## config.mk

```make
export PLATFORM = sky130hd
export DESIGN_NAME = multicycle_control
export DESIGN_NICKNAME = d
export VERILOG_FILES = /design/src/rtl/multicycle_pkg.sv /design/src/rtl/mc_alu_decode.sv /design/src/rtl/multicycle_control.sv
export SDC_FILE = /design/constraint.sdc
export NUM_CORES = 1
export LEC_CHECK = 0
export BUFFER_PORTS_ARGS = -buffer_cell sky130_fd_sc_hd__clkbuf_2
export CAP_MARGIN = 20
export CORE_MARGIN = 4
export CORE_UTILIZATION = 25
export DETAILED_ROUTE_END_ITERATION = 7
export GPL_ROUTABILITY_DRIVEN = 1
export REMOVE_ABC_BUFFERS = 1
export SLEW_MARGIN = 20
export SYNTH_ARGS = -nofsm -noshare
export SYNTH_HDL_FRONTEND = slang
export SYNTH_SLANG_ARGS = --single-unit
```

## constraint.sdc

```tcl
create_clock -name clk -period 5.1 [get_ports clk]
set_clock_uncertainty 0.1 [all_clocks]
set_input_delay 0.51 -clock clk [delete_from_list [all_inputs] [get_ports clk]]
set_output_delay 0.51 -clock clk [all_outputs]
set_load 0.005 [all_outputs]
```

## src/rtl/multicycle_pkg.sv

```systemverilog
// -----------------------------------------------------------------------------
// multicycle_pkg
// Shared types and constants for the multi-cycle MIPS control FSM:
//   - state_e     : FSM state encoding
//   - opcode / funct constants for the supported instruction subset
//   - ALU operation codes, pc_src and alu_src_b encodings
//   - ctrl_t      : bundle of Moore-decoded control outputs
//   - ctrl_decode : maps a state (plus instruction context) to its ctrl_t
// -----------------------------------------------------------------------------
package multicycle_pkg;

  localparam int ALU_W = 4;

  typedef enum logic [3:0] {
    FETCH, DECODE, EXEC_R, EXEC_I, WB_ALU, MEM_ADDR,
    MEM_RD, WB_MEM, MEM_WR, BRANCH, JUMP, TRAP
  } state_e;

  // Opcodes (instruction[31:26])
  localparam logic [5:0] OP_RTYPE = 6'h00;
  localparam logic [5:0] OP_J     = 6'h02;
  localparam logic [5:0] OP_BEQ   = 6'h04;
  localparam logic [5:0] OP_BNE   = 6'h05;
  localparam logic [5:0] OP_ADDI  = 6'h08;
  localparam logic [5:0] OP_LW    = 6'h23;
  localparam logic [5:0] OP_SW    = 6'h2B;

  // R-type funct codes (instruction[5:0])
  localparam logic [5:0] FN_SLL = 6'h00;
  localparam logic [5:0] FN_SRL = 6'h02;
  localparam logic [5:0] FN_JR  = 6'h08;
  localparam logic [5:0] FN_ADD = 6'h20;
  localparam logic [5:0] FN_SUB = 6'h22;
  localparam logic [5:0] FN_AND = 6'h24;
  localparam logic [5:0] FN_OR  = 6'h25;
  localparam logic [5:0] FN_SLT = 6'h2A;

  // ALU operation codes
  localparam logic [ALU_W-1:0] ALU_AND = 4'd0;
  localparam logic [ALU_W-1:0] ALU_OR  = 4'd1;
  localparam logic [ALU_W-1:0] ALU_ADD = 4'd2;
  localparam logic [ALU_W-1:0] ALU_SLL = 4'd3;
  localparam logic [ALU_W-1:0] ALU_SRL = 4'd4;
  localparam logic [ALU_W-1:0] ALU_SUB = 4'd6;
  localparam logic [ALU_W-1:0] ALU_SLT = 4'd7;

  // PC source select
  localparam logic [1:0] PC_ALU    = 2'd0;
  localparam logic [1:0] PC_ALUOUT = 2'd1;
  localparam logic [1:0] PC_JUMP   = 2'd2;
  localparam logic [1:0] PC_RS     = 2'd3;

  // ALU operand B select
  localparam logic [1:0] SRCB_RT      = 2'd0;
  localparam logic [1:0] SRCB_FOUR    = 2'd1;
  localparam logic [1:0] SRCB_IMM     = 2'd2;
  localparam logic [1:0] SRCB_IMM_SH2 = 2'd3;

  // Moore part of the control outputs. fetch/branch mark the two states whose
  // pc_wren (and ir_wren) are further qualified by inputs at the top level.
  typedef struct packed {
    logic             mem_req;
    logic             mem_we;
    logic             mem_addr_sel;
    logic             fetch;
    logic             branch;
    logic             pc_wren;
    logic [1:0]       pc_src;
    logic             alu_src_a;
    logic [1:0]       alu_src_b;
    logic [ALU_W-1:0] alu_control;
    logic             reg_file_wren;
    logic             rmux;
    logic             dmux;
  } ctrl_t;

  // from_r : previous state was EXEC_R (selects rd as write address in WB_ALU)
  // r_alu  : ALU code decoded from funct (used in EXEC_R)
  // r_jr   : funct is jr (EXEC_R redirects the PC to rs)
  function automatic ctrl_t ctrl_decode(input state_e s, input logic from_r,
                                        input logic [ALU_W-1:0] r_alu,
                                        input logic r_jr);
    ctrl_t c;
    c = '0;
    case (s)
      FETCH: begin
        c.mem_req     = 1'b1;
        c.fetch       = 1'b1;
        c.alu_src_b   = SRCB_FOUR;
        c.alu_control = ALU_ADD;
        c.pc_src      = PC_ALU;
      end
      DECODE: begin
        // Branch target precomputed into ALUOut.
        c.alu_src_b   = SRCB_IMM_SH2;
        c.alu_control = ALU_ADD;
      end
      EXEC_R: begin
        c.alu_src_a   = 1'b1;
        c.alu_src_b   = SRCB_RT;
        c.alu_control = r_alu;
        if (r_jr) begin
          c.pc_wren = 1'b1;
          c.pc_src  = PC_RS;
        end
      end
      EXEC_I, MEM_ADDR: begin
        c.alu_src_a   = 1'b1;
        c.alu_src_b   = SRCB_IMM;
        c.alu_control = ALU_ADD;
      end
      WB_ALU: begin
        c.reg_file_wren = 1'b1;
        c.dmux          = 1'b1;
        c.rmux          = from_r;
      end
      MEM_RD: begin
        c.mem_req      = 1'b1;
        c.mem_addr_sel = 1'b1;
      end
      WB_MEM: begin
        c.reg_file_wren = 1'b1;
      end
      MEM_WR: begin
        c.mem_req      = 1'b1;
        c.mem_we       = 1'b1;
        c.mem_addr_sel = 1'b1;
      end
      BRANCH: begin
        c.alu_src_a   = 1'b1;
        c.alu_src_b   = SRCB_RT;
        c.alu_control = ALU_SUB;
        c.pc_src      = PC_ALUOUT;
        c.branch      = 1'b1;
      end
      JUMP: begin
        c.pc_wren = 1'b1;
        c.pc_src  = PC_JUMP;
      end
      default: c = '0; // TRAP: everything quiet
    endcase
    return c;
  endfunction

endpackage

```

## src/rtl/mc_alu_decode.sv

```systemverilog
// -----------------------------------------------------------------------------
// mc_alu_decode
// Combinational funct -> ALU operation mapping for R-type instructions.
// Ports:
//   funct       in  6      instruction[5:0]
//   alu_control out ALU_W  ALU operation code (ADD for unsupported functs)
//   illegal     out 1      funct is not one of the supported ALU functs
// jr is not an ALU operation and reports illegal here; the FSM checks jr first.
// -----------------------------------------------------------------------------
module mc_alu_decode
  import multicycle_pkg::*;
(
  input  logic [5:0]       funct,
  output logic [ALU_W-1:0] alu_control,
  output logic             illegal
);

  always_comb begin
    alu_control = ALU_ADD;
    illegal     = 1'b0;
    case (funct)
      FN_ADD:  alu_control = ALU_ADD;
      FN_SUB:  alu_control = ALU_SUB;
      FN_AND:  alu_control = ALU_AND;
      FN_OR:   alu_control = ALU_OR;
      FN_SLT:  alu_control = ALU_SLT;
      FN_SLL:  alu_control = ALU_SLL;
      FN_SRL:  alu_control = ALU_SRL;
      default: illegal     = 1'b1;
    endcase
  end

endmodule

```

## src/rtl/multicycle_control.sv

```systemverilog
// -----------------------------------------------------------------------------
// multicycle_control
// Multi-cycle MIPS control FSM. Sequences each instruction through
// fetch/decode/execute/memory/writeback over one shared memory port.
//
// Memory handshake: mem_req is held high (with mem_we/mem_addr_sel stable)
// until a cycle where mem_ack=1; that cycle completes the access, including
// the first request cycle. mem_ack is ignored while mem_req=0. If MEM_TIMEOUT
// consecutive request cycles pass without ack, the FSM traps with bus_error
// (an ack in the final cycle still completes the access).
//
// Ports:
//   clk, rst (async, active-low)
//   opcode, funct, alu_zero, mem_ack              : inputs
//   mem_req, mem_we, mem_addr_sel                 : memory port control
//   ir_wren, pc_wren, pc_src                      : IR / PC control
//   alu_src_a, alu_src_b, alu_control             : ALU control
//   reg_file_wren, reg_file_rmux_select,
//   reg_file_dmux_select                          : register file control
//   illegal, bus_error                            : sticky trap causes
//   instr_retired, mem_stall_cycles               : performance counters
//
// Optional feature: define MULTICYCLE_CONTROL_PERF_CNT_EN to build the
// performance counters; otherwise both counter ports read 0.
// -----------------------------------------------------------------------------
module multicycle_control
  import multicycle_pkg::*;
#(
  parameter int MEM_TIMEOUT = 15,
  parameter int ALU_CTRL_W  = 4
) (
  input  logic                  clk,
  input  logic                  rst,
  input  logic [5:0]            opcode,
  input  logic [5:0]            funct,
  input  logic                  alu_zero,
  input  logic                  mem_ack,
  output logic                  mem_req,
  output logic                  mem_we,
  output logic                  mem_addr_sel,
  output logic                  ir_wren,
  output logic                  pc_wren,
  output logic [1:0]            pc_src,
  output logic                  alu_src_a,
  output logic [1:0]            alu_src_b,
  output logic [ALU_CTRL_W-1:0] alu_control,
  output logic                  reg_file_wren,
  output logic                  reg_file_rmux_select,
  output logic                  reg_file_dmux_select,
  output logic                  illegal,
  output logic                  bus_error,
  output logic [31:0]           instr_retired,
  output logic [31:0]           mem_stall_cycles
);

  localparam int TMO_W = (MEM_TIMEOUT > 0) ? $clog2(MEM_TIMEOUT + 1) : 1;
  localparam bit TMO_EN = (MEM_TIMEOUT > 0);
  localparam logic [TMO_W-1:0] TMO_LAST =
    TMO_W'((MEM_TIMEOUT > 0) ? MEM_TIMEOUT - 1 : 0);

  // Control value held while in (and just out of) reset: the FETCH decode.
  localparam ctrl_t CTRL_RESET = ctrl_decode(FETCH, 1'b0, ALU_ADD, 1'b0);

  state_e           state_q, state_d;
  ctrl_t            ctrl_q, ctrl_d;
  logic [TMO_W-1:0] tmo_q, tmo_d;
  logic             illegal_q, illegal_d;
  logic             bus_error_q, bus_error_d;

  logic [ALU_W-1:0] r_alu;
  logic             r_alu_illegal;
  logic             r_jr;
  logic             waiting;
  logic             tmo_hit;
  logic             br_take;

  mc_alu_decode u_alu_decode (
    .funct       (funct),
    .alu_control (r_alu),
    .illegal     (r_alu_illegal)
  );

  assign r_jr    = (funct == FN_JR);
  assign waiting = ctrl_q.mem_req & ~mem_ack;
  // The last allowed wait cycle: no ack now means the bus has timed out.
  assign tmo_hit = TMO_EN && waiting && (tmo_q == TMO_LAST);
  assign br_take = (opcode == OP_BNE) ? ~alu_zero : alu_zero;

  always_comb begin
    state_d     = state_q;
    illegal_d   = illegal_q;
    bus_error_d = bus_error_q;
    case (state_q)
      FETCH: begin
        if (mem_ack) begin
          state_d = DECODE;
        end else if (tmo_hit) begin
          state_d     = TRAP;
          bus_error_d = 1'b1;
        end
      end
      DECODE: begin
        case (opcode)
          OP_RTYPE:      state_d = EXEC_R;
          OP_ADDI:       state_d = EXEC_I;
          OP_LW, OP_SW:  state_d = MEM_ADDR;
          OP_BEQ, OP_BNE: state_d = BRANCH;
          OP_J:          state_d = JUMP;
          default: begin
            state_d   = TRAP;
            illegal_d = 1'b1;
          end
        endcase
      end
      EXEC_R: begin
        if (r_jr) begin
          state_d = FETCH;
        end else if (r_alu_illegal) begin
          state_d   = TRAP;
          illegal_d = 1'b1;
        end else begin
          state_d = WB_ALU;
        end
      end
      EXEC_I:   state_d = WB_ALU;
      MEM_ADDR: state_d = (opcode == OP_LW) ? MEM_RD : MEM_WR;
      MEM_RD, MEM_WR: begin
        if (mem_ack) begin
          state_d = (state_q == MEM_RD) ? WB_MEM : FETCH;
        end else if (tmo_hit) begin
          state_d     = TRAP;
          bus_error_d = 1'b1;
        end
      end
      WB_ALU, WB_MEM, BRANCH, JUMP: state_d = FETCH;
      default: state_d = TRAP;
    endcase
  end

  // Outputs are registered: decode of the next state, computed one cycle early.
  always_comb begin
    ctrl_d = ctrl_decode(state_d, (state_q == EXEC_R), r_alu, r_jr);
    tmo_d  = (waiting && (state_d == state_q)) ? tmo_q + TMO_W'(1) : '0;
  end

  always_ff @(posedge clk or negedge rst) begin
    if (!rst) begin
      state_q     <= FETCH;
      ctrl_q      <= CTRL_RESET;
      tmo_q       <= '0;
      illegal_q   <= 1'b0;
      bus_error_q <= 1'b0;
    end else begin
      state_q     <= state_d;
      ctrl_q      <= ctrl_d;
      tmo_q       <= tmo_d;
      illegal_q   <= illegal_d;
      bus_error_q <= bus_error_d;
    end
  end

  // Reset forces every request, enable and select low immediately.
  assign mem_req              = rst & ctrl_q.mem_req;
  assign mem_we               = rst & ctrl_q.mem_we;
  assign mem_addr_sel         = rst & ctrl_q.mem_addr_sel;
  assign ir_wren              = rst & ctrl_q.fetch & mem_ack;
  assign pc_wren              = rst & (ctrl_q.pc_wren
                                       | (ctrl_q.fetch & mem_ack)
                                       | (ctrl_q.branch & br_take));
  assign pc_src               = rst ? ctrl_q.pc_src : 2'b00;
  assign alu_src_a            = rst & ctrl_q.alu_src_a;
  assign alu_src_b            = rst ? ctrl_q.alu_src_b : 2'b00;
  assign alu_control          = rst ? ALU_CTRL_W'(ctrl_q.alu_control) : '0;
  assign reg_file_wren        = rst & ctrl_q.reg_file_wren;
  assign reg_file_rmux_select = rst & ctrl_q.rmux;
  assign reg_file_dmux_select = rst & ctrl_q.dmux;
  assign illegal              = illegal_q;
  assign bus_error            = bus_error_q;

`ifdef MULTICYCLE_CONTROL_PERF_CNT_EN
  logic [31:0] retired_q;
  logic [31:0] stall_q;

  always_ff @(posedge clk or negedge rst) begin
    if (!rst) begin
      retired_q <= '0;
      stall_q   <= '0;
    end else begin
      // Every path back to FETCH completes an instruction.
      if ((state_d == FETCH) && (state_q != FETCH)) begin
        retired_q <= retired_q + 32'd1;
      end
      if (waiting) begin
        stall_q <= stall_q + 32'd1;
      end
    end
  end

  assign instr_retired    = retired_q;
  assign mem_stall_cycles = stall_q;
`else
  assign instr_retired    = '0;
  assign mem_stall_cycles = '0;
`endif

endmodule

```

# Word-level counts from Yosys, hierarchy flattened

Cells that the tools add are included.

Add/subtract/negate cells: 1
Multiply operators: 0
Div/mod/pow operators: 0
Magnitude comparators: 0
Eq/ne operators: 38
Shift-type cells: 0
Muxes and demuxes: 31
Bitwise operators: 17
Reduce and logical (&&, ||, !) cells: 21

Operators with widths:

| kind                                                             | number |
|---|---|
| 6-bit == test (second input constant)                            | 7 |
| 4-bit by 3-bit == test with 1-bit output (second input constant) | 8 |
| 4-bit 2-to-1 mux                                                 | 8 |
| 6-bit one-hot mux with 5 select lines                            | 1 |
| 4-bit == test (second input constant)                            | 7 |
| 4-bit one-hot mux with 7 select lines                            | 1 |
| 4-bit one-hot mux with 5 select lines                            | 1 |
| 3-bit one-hot mux with 6 select lines                            | 1 |
| 4-bit by 2-bit == test with 1-bit output (second input constant) | 4 |
| 7-bit OR reduction                                               | 2 |
| 1-bit bitwise AND                                                | 13 |
| 6-bit by 2-bit == test with 1-bit output (second input constant) | 2 |
| 6-bit by 3-bit == test with 1-bit output (second input constant) | 2 |
| 6-bit by 4-bit == test with 1-bit output (second input constant) | 2 |
| 6-bit zero test                                                  | 2 |
| 2-bit OR reduction                                               | 6 |
| 1-bit 2-to-1 mux                                                 | 11 |
| 4-bit by 1-bit == test with 1-bit output (second input constant) | 2 |
| 4-bit zero test                                                  | 2 |
| 4-bit OR reduction                                               | 2 |
| 2-bit 2-to-1 mux                                                 | 3 |
| 3-bit 2-to-1 mux                                                 | 2 |
| 2-bit != test (second input constant)                            | 3 |
| 2-bit one-hot mux with 3 select lines                            | 1 |
| 10 further kinds                                                 | 15 |

Bits in registers: 28
Latch bits: 0
Memory bits (writable): 0
Memory bits (read-only): 0
Input bits: 16
Memories: 0

# Longest topological paths before layout

Gate-level depths: netlist of the first run.

Depth in word-level cells: 9
Gate-level depth with buffers: 9
Depth with buffers taken out: 8

# By module

Synthesis of the first run repeated with hierarchy kept, for this count alone.

Cell total of the unflattened synthesis: 244
Area total of the unflattened synthesis: 2,178.3 um^2

Modules (own cells, without submodules):

| module             | times used | cells an instance | area each (um^2) | seq. area each (um^2) |
|---|---|---|---|---|
| multicycle_control | 1          | 224               | 2,070.7          | 705.7 |
| mc_alu_decode      | 1          | 20                | 107.6            | 0.0 |

# Worst setup path before layout of the first run

Ideal clock, no wire load.

Kind: input -> register
Start: input port opcode[2]
End: register ctrl_q[5] (netlist bit)
Setup time: 104 ps
Arrival time: 1,927 ps
Path slack: 2,970 ps
Stages: 7
Path through: nor2b_1 -> o211a_1 -> a2111oi_4 -> and2_1 -> buf_4 -> nand3_2 -> o41ai_2

RTL lines:

| element              | RTL line                  | RTL |
|---|---|---|
| start, declared      | multicycle_control.sv:34  | `input logic [5:0] opcode,` |
| end signal, assigned | multicycle_control.sv:155 | `ctrl_q <= ctrl_d;` |
| end, declared        | multicycle_control.sv:65  | `ctrl_t ctrl_q, ctrl_d;` |

==> results.tsv, run 1 <==
metric	value	unit
placed cell areas	0.002276	mm^2
Final #Nets	298	
Core Box Area	0.008763	mm^2
Final Cell Area	0.002322	mm^2
CTS tree	built	
antenna cells	0	
# rows	34	
Via density	4.183	
Tmin final	2.474	ns
utilization after layout	0.2650	
setup TNS	0	ns
Die Footprint	0.01067	mm^2
routed vias	1619	
Num CTS Buffers	3	
Tot Pwr	0.3760	mW
hold_ws	0.2223	ns
DRT met1 WL	2209	um
synth-to-layout area growth	2.315	%
met3 WL	370	um
Mapped Cells	249	
Critical Path Start Type	register	
critical path class	register to register	
post-placement cell count	383	
Setup Slack @ Placement	2.610	ns
WL final	4640	um
post-cts gate resize count	0	
P_leak	1.118	nW
final std cells w/o fill	387	
HP Class	input port to asynchronous set/reset pin	
fin. max-slew vios	0	
pin count of the biggest net entering global routing	44	
Max-Cap Viols	0	
Worst R2R Path Depth	8	
starting density of the core	0.2590	
initial antenna violation count	0	
CP Max Fanout	9	
share of layout cells above drive strength 1	0.2186	
Setup Buffers After CTS	0	
EDFF count, synth	0	
DRC errors left	0	
Max-Slew Margin vs Limit	0.4378	
Peak Freq	404.2	MHz
Main synth FF type	dfrtp_1	
die width	103.3	um
Clock Tree Buf Depth	2	
Power Dens Cells	161.9	mW/mm^2
YS warnings	0	
uppermost layer routed	met4	
vias in the first global route	1452	
Max VDD drop	0.07660	mV
data required time of the worst path	5.18	ns
total grt overflow	0	
DR pass1 iterations	4	
Routed Antenna Nets	0	
Worst Max-Slew Pin Slew	0.8433	ns
I/O pin count	99	
Reg clk slew, reported paths	0.09	ns
first-pass GRT wire length	7224	um
Synth Area per Inst	9.115	um^2
RD Place Congestion	0.8616	
H-Tree Depth	1	
Seq cells post-synth	27	
worst setup margin	2.626	ns
HPWL Detailed	3685	um
drt initial violations	107	
clk_lat worst skew	0.27	ns
cts hold-fix bufs	0	
Final setup viols	0	
register area share after synthesis	0.2999	
Yosys cell types	66	
Syn Std Cell Area	0.002270	mm^2
Worst Setup End Kind	register	
Final period util	0.4851	
GRT Total Usage	0.08428	
port bufs	33	
die height	103.3	um
average wire per standard cell	11.99	um
Sink Count	27	
Routed met2 length	2018	um
Final Hold Fails	0	
Crit path arrival time	2.56	ns
CTS Root Cell	clkbuf_8	
outcome	finished, final reports clean	
async set-reset flop share out of synthesis	1.000	
RSZ-0062 raised after global routing	no	
-- layout by cell type, fill, tap and decap left out, types with 2 or more instances in the layout --
cell,count
nand3b_1,2
o21a_1,2
and3_1,4
nand2_1,14
nor4b_1,3
o22ai_1,3
inv_1,10
or3_1,3
and2_1,16
nor3_1,8
nor2_1,12
nand3_1,6
o21ai_0,6
nand3_2,2
conb_1,65
xnor2_1,2
dfstp_2,4
clkbuf_8,3
a21oi_1,8
a41oi_1,2
dfrtp_1,23
ha_1,2
nor2b_1,3
clkbuf_2,33
a21oi_4,2
nand4_1,2
-- cells in the mapped netlist, types with 2 or more instances --
master    count  area, um^2
nand2_1      14       52.55
a21oi_4       2       32.53
a41oi_1       2       17.52
and3_1        4       25.02
buf_6         2       22.52
o21a_1        2       15.01
dfrtp_1      23       575.6
nand3_2       2       20.02
nand3b_1      2       15.01
nand3_1       6       30.03
xnor2_1       2       17.52
o21ai_0       6       30.03
and2_1       16       100.1
buf_4        67       503.0
dfstp_2       4       105.1
ha_1          2       25.02
or3_1         3       18.77
nor2_1       12       45.04
nand4_1       2       12.51
nor4b_1       3       26.28
o22ai_1       3       18.77
a21oi_1       8       40.04
inv_1        10       37.54
nor2b_1       3       18.77
nor3_1        8       40.04
-- worst max-delay path, stage by stage, from the launching register on --
cell	delay (ns)
dfrtp_1	0.42
inv_1	0.07
ha_1	0.16
nand3_1	0.15
nor2_1	0.32
o22ai_1	0.23
nor2_1	0.48
nand3_2	0.17
o41ai_2	0.30
-- cell families after synthesis --
group / Yosys count / synth area share
AO/OA/AOI/OAI: 45 / 0.1792
XOR/XNOR: 4 / 0.01875
adder cells (fa/ha/maj): 2 / 0.01102
buffers and inverters: 81 / 0.2519
flip-flops: 27 / 0.2999
multiplexers: 1 / 0.004410
other: 1 / 0.001652
AND/OR/NAND/NOR: 88 / 0.2332
-- registers in the layout (all words and copies together) (netlist names) --
register and flops:
ctrl_q 17, state_q 4, tmo_q 4, bus_error 1
illegal 1
-- power breakdown --
group / total [mW] / internal (mW) / leakage, nW / switching [mW]
logic: 0.0402 / 0.00931 / 0.751 / 0.0309
registers: 0.214 / 0.214 / 0.342 / 0
clock network: 0.122 / 0.0548 / 0.0255 / 0.0669
-- metal layers --
metal | vias up | track usage
met5 | - | 0
met4 | 0 | 0.02390
met3 | 2 | 0.01073
met2 | 69 | 0.1253
met1 | 745 | 0.1274
li1 | 803 | -
-- cell type report --
type / count / area (um^2)
multi-input combinational: 205 / 1257
fill: 966 / 6441
inverter: 10 / 37.54
clock buffer: 3 / 41.29
timing repair buffer: 33 / 165.2
tap: 108 / 135.1
clock inverter: 1 / 5.005
sequential: 27 / 680.7
-- worst paths after layout --
kind | start | slack (ns) | to
max | tmo_q[0]$_DFF_PN0_ | 2.63 | ctrl_q[5]$_DFF_PN0_
min | rst | 0.22 | ctrl_q[10]$_DFF_PN0_
max reg2reg | tmo_q[0]$_DFF_PN0_ | 2.63 | ctrl_q[5]$_DFF_PN0_
min reg2reg | illegal$_DFFE_PN0P_ | 0.40 | illegal$_DFFE_PN0P_
max in group asynchronous | rst | 4.15 | tmo_q[2]$_DFF_PN0_
min in group clk | illegal$_DFFE_PN0P_ | 0.40 | illegal$_DFFE_PN0P_
Power figures use the tool's default switching activity.
==> inputs of run 2 (changes only) <==
- clock period: 5.1 -> 2.45 ns (I/O delays scaled with it)
==> run 2 against run 1 <==
Effect of this change: setup slack got worse by 2.5 ns; critical path type unchanged; non-clock buffer count increased by 6; cell count increased by 1.6%; via count increased by 2.5%.
==> results.tsv, run 2 (synthesis results as in run 1) <==
metric	value	unit
Worst Setup End Kind	register	
initial antenna violation count	0	
total grt overflow	0	
most frequent cells in the layout	65 x conb_1, 33 x clkbuf_2, 22 x dfrtp_1	
drt initial violations	136	
Tot Pwr	0.7837	mW
synth-to-layout area growth	4.576	%
Num CTS Buffers	3	
most common cell after layout, fill and taps aside	conb_1	
# rows	34	
Die Footprint	0.01067	mm^2
vias in the first global route	1491	
Critical Path Start Type	register	
DR pass1 iterations	4	
CTS Root Cell	clkbuf_8	
Tmin final	2.284	ns
Final period util	0.9321	
largest register by flop count	ctrl_q	
first-pass GRT wire length	6996	um
average wire per standard cell	11.54	um
slowest CP cell	a2111oi_4	
die height	103.3	um
die width	103.3	um
Seq. cell area	681.9	um^2
WP buf/inv	1	
outcome	finished, final reports clean	
Sink Count	27	
setup TNS	0	ns
Max stage delay on crit path	0.45	ns
RD Place Congestion	0.9220	
GRT Total Usage	0.08106	
RSZ-0062 raised after global routing	yes	
Final Hold Fails	0	
Crit path arrival time	2.30	ns
DRC errors left	0	
data required time of the worst path	2.47	ns
Reg clk slew, reported paths	0.09	ns
Routed Antenna Nets	0	
Max-Slew Margin vs Limit	0.5425	
Power Dens Cells	330.2	mW/mm^2
critical path class	register to register	
WL final	4534	um
HPWL Detailed	3749	um
antenna cells	0	
Peak Freq	437.9	MHz
fin. max-slew vios	0	
clk_lat worst skew	0.27	ns
combined area of the multi-input logic cells	0.001261	mm^2
Final setup viols	0	
H-Tree Depth	1	
Max VDD drop	0.1892	mV
Clock Tree Buf Depth	2	
filler instances	962	
Top Family by Delay on Critical Path	simple AND/OR/NAND/NOR gates	
CP Cell Sequence	inv_1 > ha_1 > nand3_1 > nor2_1 > a2111oi_4 > nand3_2 > nand2_1 > o221ai_1	
share of layout cells above drive strength 1	0.2386	
I/O pin count	99	
P_leak	1.145	nW
routed vias	1659	
Max-Cap Viols	0	
Via density	4.221	
CP Max Fanout	6	
starting density of the core	0.2590	
hold_ws	0.1636	ns
Core Box Area	0.008763	mm^2
Setup Buffers After CTS	0	
port bufs	33	
biggest regs	ctrl_q: 17 flops, state_q: 4 flops, tmo_q: 4 flops	
max reg flops	17	
CTS tree	built	
Worst Max-Slew Pin Slew	0.6863	ns
pin count of the biggest net entering global routing	37	
HP Class	input port to register	
Final #Nets	304	
## run 2: worst reg2reg max path, cell delays in order, from the launching register on
cell and delay (ns):
dfrtp_1 0.40, inv_1 0.06, ha_1 0.22, nand3_1 0.15, nor2_1 0.12, a2111oi_4 0.45
nand3_2 0.24, nand2_1 0.23, o221ai_1 0.17
## run 2: timing repair
item / 4_1_cts / 5_1_grt
hold buffers: 1 / 0
resized for setup: 0 / 3
hold endpoints to repair: 18 / 0
endpoints found under the setup margin: 0 / 6
## run 2: power breakdown
| group | leakage [nW] | internal [mW] | total [mW] | switching, mW |
|---|---|---|---|---|
| registers | 0.342 | 0.446 | 0.446 | 0 |
| logic | 0.781 | 0.0214 | 0.0873 | 0.0659 |
| clock network | 0.0228 | 0.116 | 0.251 | 0.134 |
## run 2: routing by layer
| layer | vias up | wire, um | global-route usage |
|---|---|---|---|
| met5 | - | 0 | 0 |
| met1 | 771 | 2083 | 0.1179 |
| li1 | 810 | - | - |
| met2 | 72 | 1964 | 0.1214 |
| met3 | 6 | 410 | 0.01073 |
| met4 | 0 | 76 | 0.03187 |
## run 2: metrics by stage
step	worst slack, ns	util	std cells	area (um^2)
3_3_place_gp	0.04010	0.2640	388	2313
5_1_grt	-0.02092	0.2708	393	2374
2_1_floorplan	0.3375	-	242	1976
4_1_cts	0.001950	0.2703	393	2369
6_report	0.1663	0.2708	393	2374
3_5_place_dp	0.02531	0.2640	388	2313
## run 2: final cells by class
class / instances / share of cell area
multi-input combinational: 205 / 0.5314
inverter: 10 / 0.01581
timing repair buffer: 39 / 0.08962
sequential: 27 / 0.2873
clock buffer: 4 / 0.01898
tap: 108 / 0.05693
## run 2: worst paths after layout
check / from / end / slack (ns) / depth (start not counted)
setup / recovery: tmo_q[0]$_DFF_PN0_ / ctrl_q[9]$_DFF_PN0_ / 0.17 / 8
hold / removal: funct[4] / ctrl_q[3]$_DFF_PN0_ / 0.16 / 2
setup reg to reg: tmo_q[0]$_DFF_PN0_ / ctrl_q[9]$_DFF_PN0_ / 0.17 / 8
hold reg to reg: bus_error$_DFFE_PN0P_ / bus_error$_DFFE_PN0P_ / 0.40 / 1
max in group asynchronous: rst / ctrl_q[17]$_DFF_PN1_ / 1.15 / 3
min in group asynchronous: rst / ctrl_q[9]$_DFF_PN0_ / 0.44 / 2
==> inputs of run 3 (changes only) <==
- PLACE_DENSITY: unset -> 0.59
==> run 3 against run 2 <==
Effect of this change: non-clock buffer count is 3 higher; first-iteration DRC count is 31% lower; largest cell class unchanged; critical endpoint is now ctrl_q[4]$_DFF_PN1_; largest power group unchanged; sequential power hardly changed; clock power hardly changed.
==> results.tsv, run 3 (synthesis results as in run 1) <==
metric	value	unit
CTS tree	built	
CP Max Fanout	15	
post-placement cell count	391	
antenna cells	0	
Tot Pwr	0.7881	mW
Power Dens Cells	327.7	mW/mm^2
DRC errors left	0	
most common cell after layout, fill and taps aside	conb_1	
Worst Max-Slew Pin Slew	0.5819	ns
Max VDD drop	0.1212	mV
vias in the first global route	1547	
final std cells w/o fill	396	
biggest regs	ctrl_q: 17 flops, state_q: 4 flops, tmo_q: 4 flops	
DR pass1 iterations	4	
GRT Total Usage	0.08829	
max reg flops	17	
filler instances	978	
Tmin final	2.292	ns
first-pass GRT wire length	7424	um
initial antenna violation count	0	
HP Class	input port to register	
die height	103.3	um
synth-to-layout area growth	5.954	%
Final setup viols	0	
routed vias	1673	
Via density	4.225	
# rows	34	
average wire per standard cell	12.35	um
clk_lat worst skew	0.27	ns
Clock Tree Buf Depth	2	
Final period util	0.9355	
Core Box Area	0.008763	mm^2
Peak Freq	436.3	MHz
pin count of the biggest net entering global routing	32	
HPWL Detailed	4018	um
starting density of the core	0.2590	
drt initial violations	94	
WL final	4889	um
critical path class	register to register	
P_leak	1.158	nW
share of layout cells above drive strength 1	0.2535	
Worst Setup End Kind	register	
data required time of the worst path	2.55	ns
Final #Nets	307	
Final Hold Fails	0	
fin. max-slew vios	0	
Final Cell Area	0.002405	mm^2
Num CTS Buffers	3	
die width	103.3	um
RSZ-0062 raised after global routing	no	
most frequent cells in the layout	65 x conb_1, 33 x clkbuf_2, 22 x dfrtp_1	
Reg clk slew, reported paths	0.10	ns
Critical Path Start Type	register	
Sink Count	27	
outcome	finished, final reports clean	
total grt overflow	0	
slowest CP cell	or4b_4	
port bufs	33	
Die Footprint	0.01067	mm^2
Top Family by Delay on Critical Path	simple AND/OR/NAND/NOR gates	
RD Place Congestion	0.8802	
CTS Root Cell	clkbuf_8	
setup TNS	0	ns
Routed Antenna Nets	0	
Crit path arrival time	2.39	ns
CP Cell Sequence	or4b_4 > a21oi_4 > nand2_1 > and2_2 > a31oi_1 > nand4_1	
WP buf/inv	0	
largest register by flop count	ctrl_q	
Max-Cap Viols	0	
Max stage delay on crit path	0.60	ns
I/O pin count	99	
Max-Slew Margin vs Limit	0.6121	
H-Tree Depth	1	
placed cell areas	0.002336	mm^2
-- run 3: where the power goes --
group          switching [mW]  total (mW)  leakage, nW  internal [mW]
clock network           0.137       0.253       0.0228          0.116
logic                  0.0667      0.0892        0.793         0.0225
registers                   0       0.446        0.342          0.446
-- run 3: area by class of cell --
class	instances	area, um^2	area share
Multi-Input combinational cell	205	1270	0.5281
Sequential cell	27	681.9	0.2836
Timing Repair Buffer	42	235.2	0.09781
Tap cell	108	135.1	0.05619
Clock buffer	4	45.04	0.01873
Inverter	10	37.54	0.01561
-- run 3: what timing repair did --
item,4_1_cts,5_1_grt
hold endpoints to repair,13,0
gates resized for setup,0,5
setup endpoints to repair,0,8
hold buffers,1,0
setup buffers,0,0
-- run 3: per-stage QoR --
step / setup slack (ns) / utilization / hold WS, ns
3_5_place_dp: 0.09685 / 0.2666 / 0.1728
2_1_floorplan: 0.3375 / - / -0.1506
6_report: 0.1580 / 0.2744 / 0.1602
5_1_grt: 0.01606 / 0.2744 / 0.1711
3_3_place_gp: 0.1389 / 0.2666 / 0.1632
4_1_cts: 0.07370 / 0.2728 / 0.1613
-- run 3: worst paths after layout --
path	to	slack [ns]	depth (start not counted)	from
setup / recovery	ctrl_q[4]$_DFF_PN1_	0.16	6	state_q[2]$_DFF_PN0_
hold / removal	ctrl_q[5]$_DFF_PN0_	0.16	2	funct[4]
setup reg to reg	ctrl_q[4]$_DFF_PN1_	0.16	6	state_q[2]$_DFF_PN0_
hold reg to reg	bus_error$_DFFE_PN0P_	0.40	1	bus_error$_DFFE_PN0P_
max in group asynchronous	ctrl_q[17]$_DFF_PN1_	1.18	3	rst
min in group asynchronous	ctrl_q[10]$_DFF_PN0_	0.39	2	rst
-- run 3: layer usage --
metal,up-vias,routed length (um),GRT usage
met5,-,0,0
met4,0,42,0.02390
met3,4,361,0.01610
met2,65,2192,0.1371
met1,783,2292,0.1260
li1,821,-,-
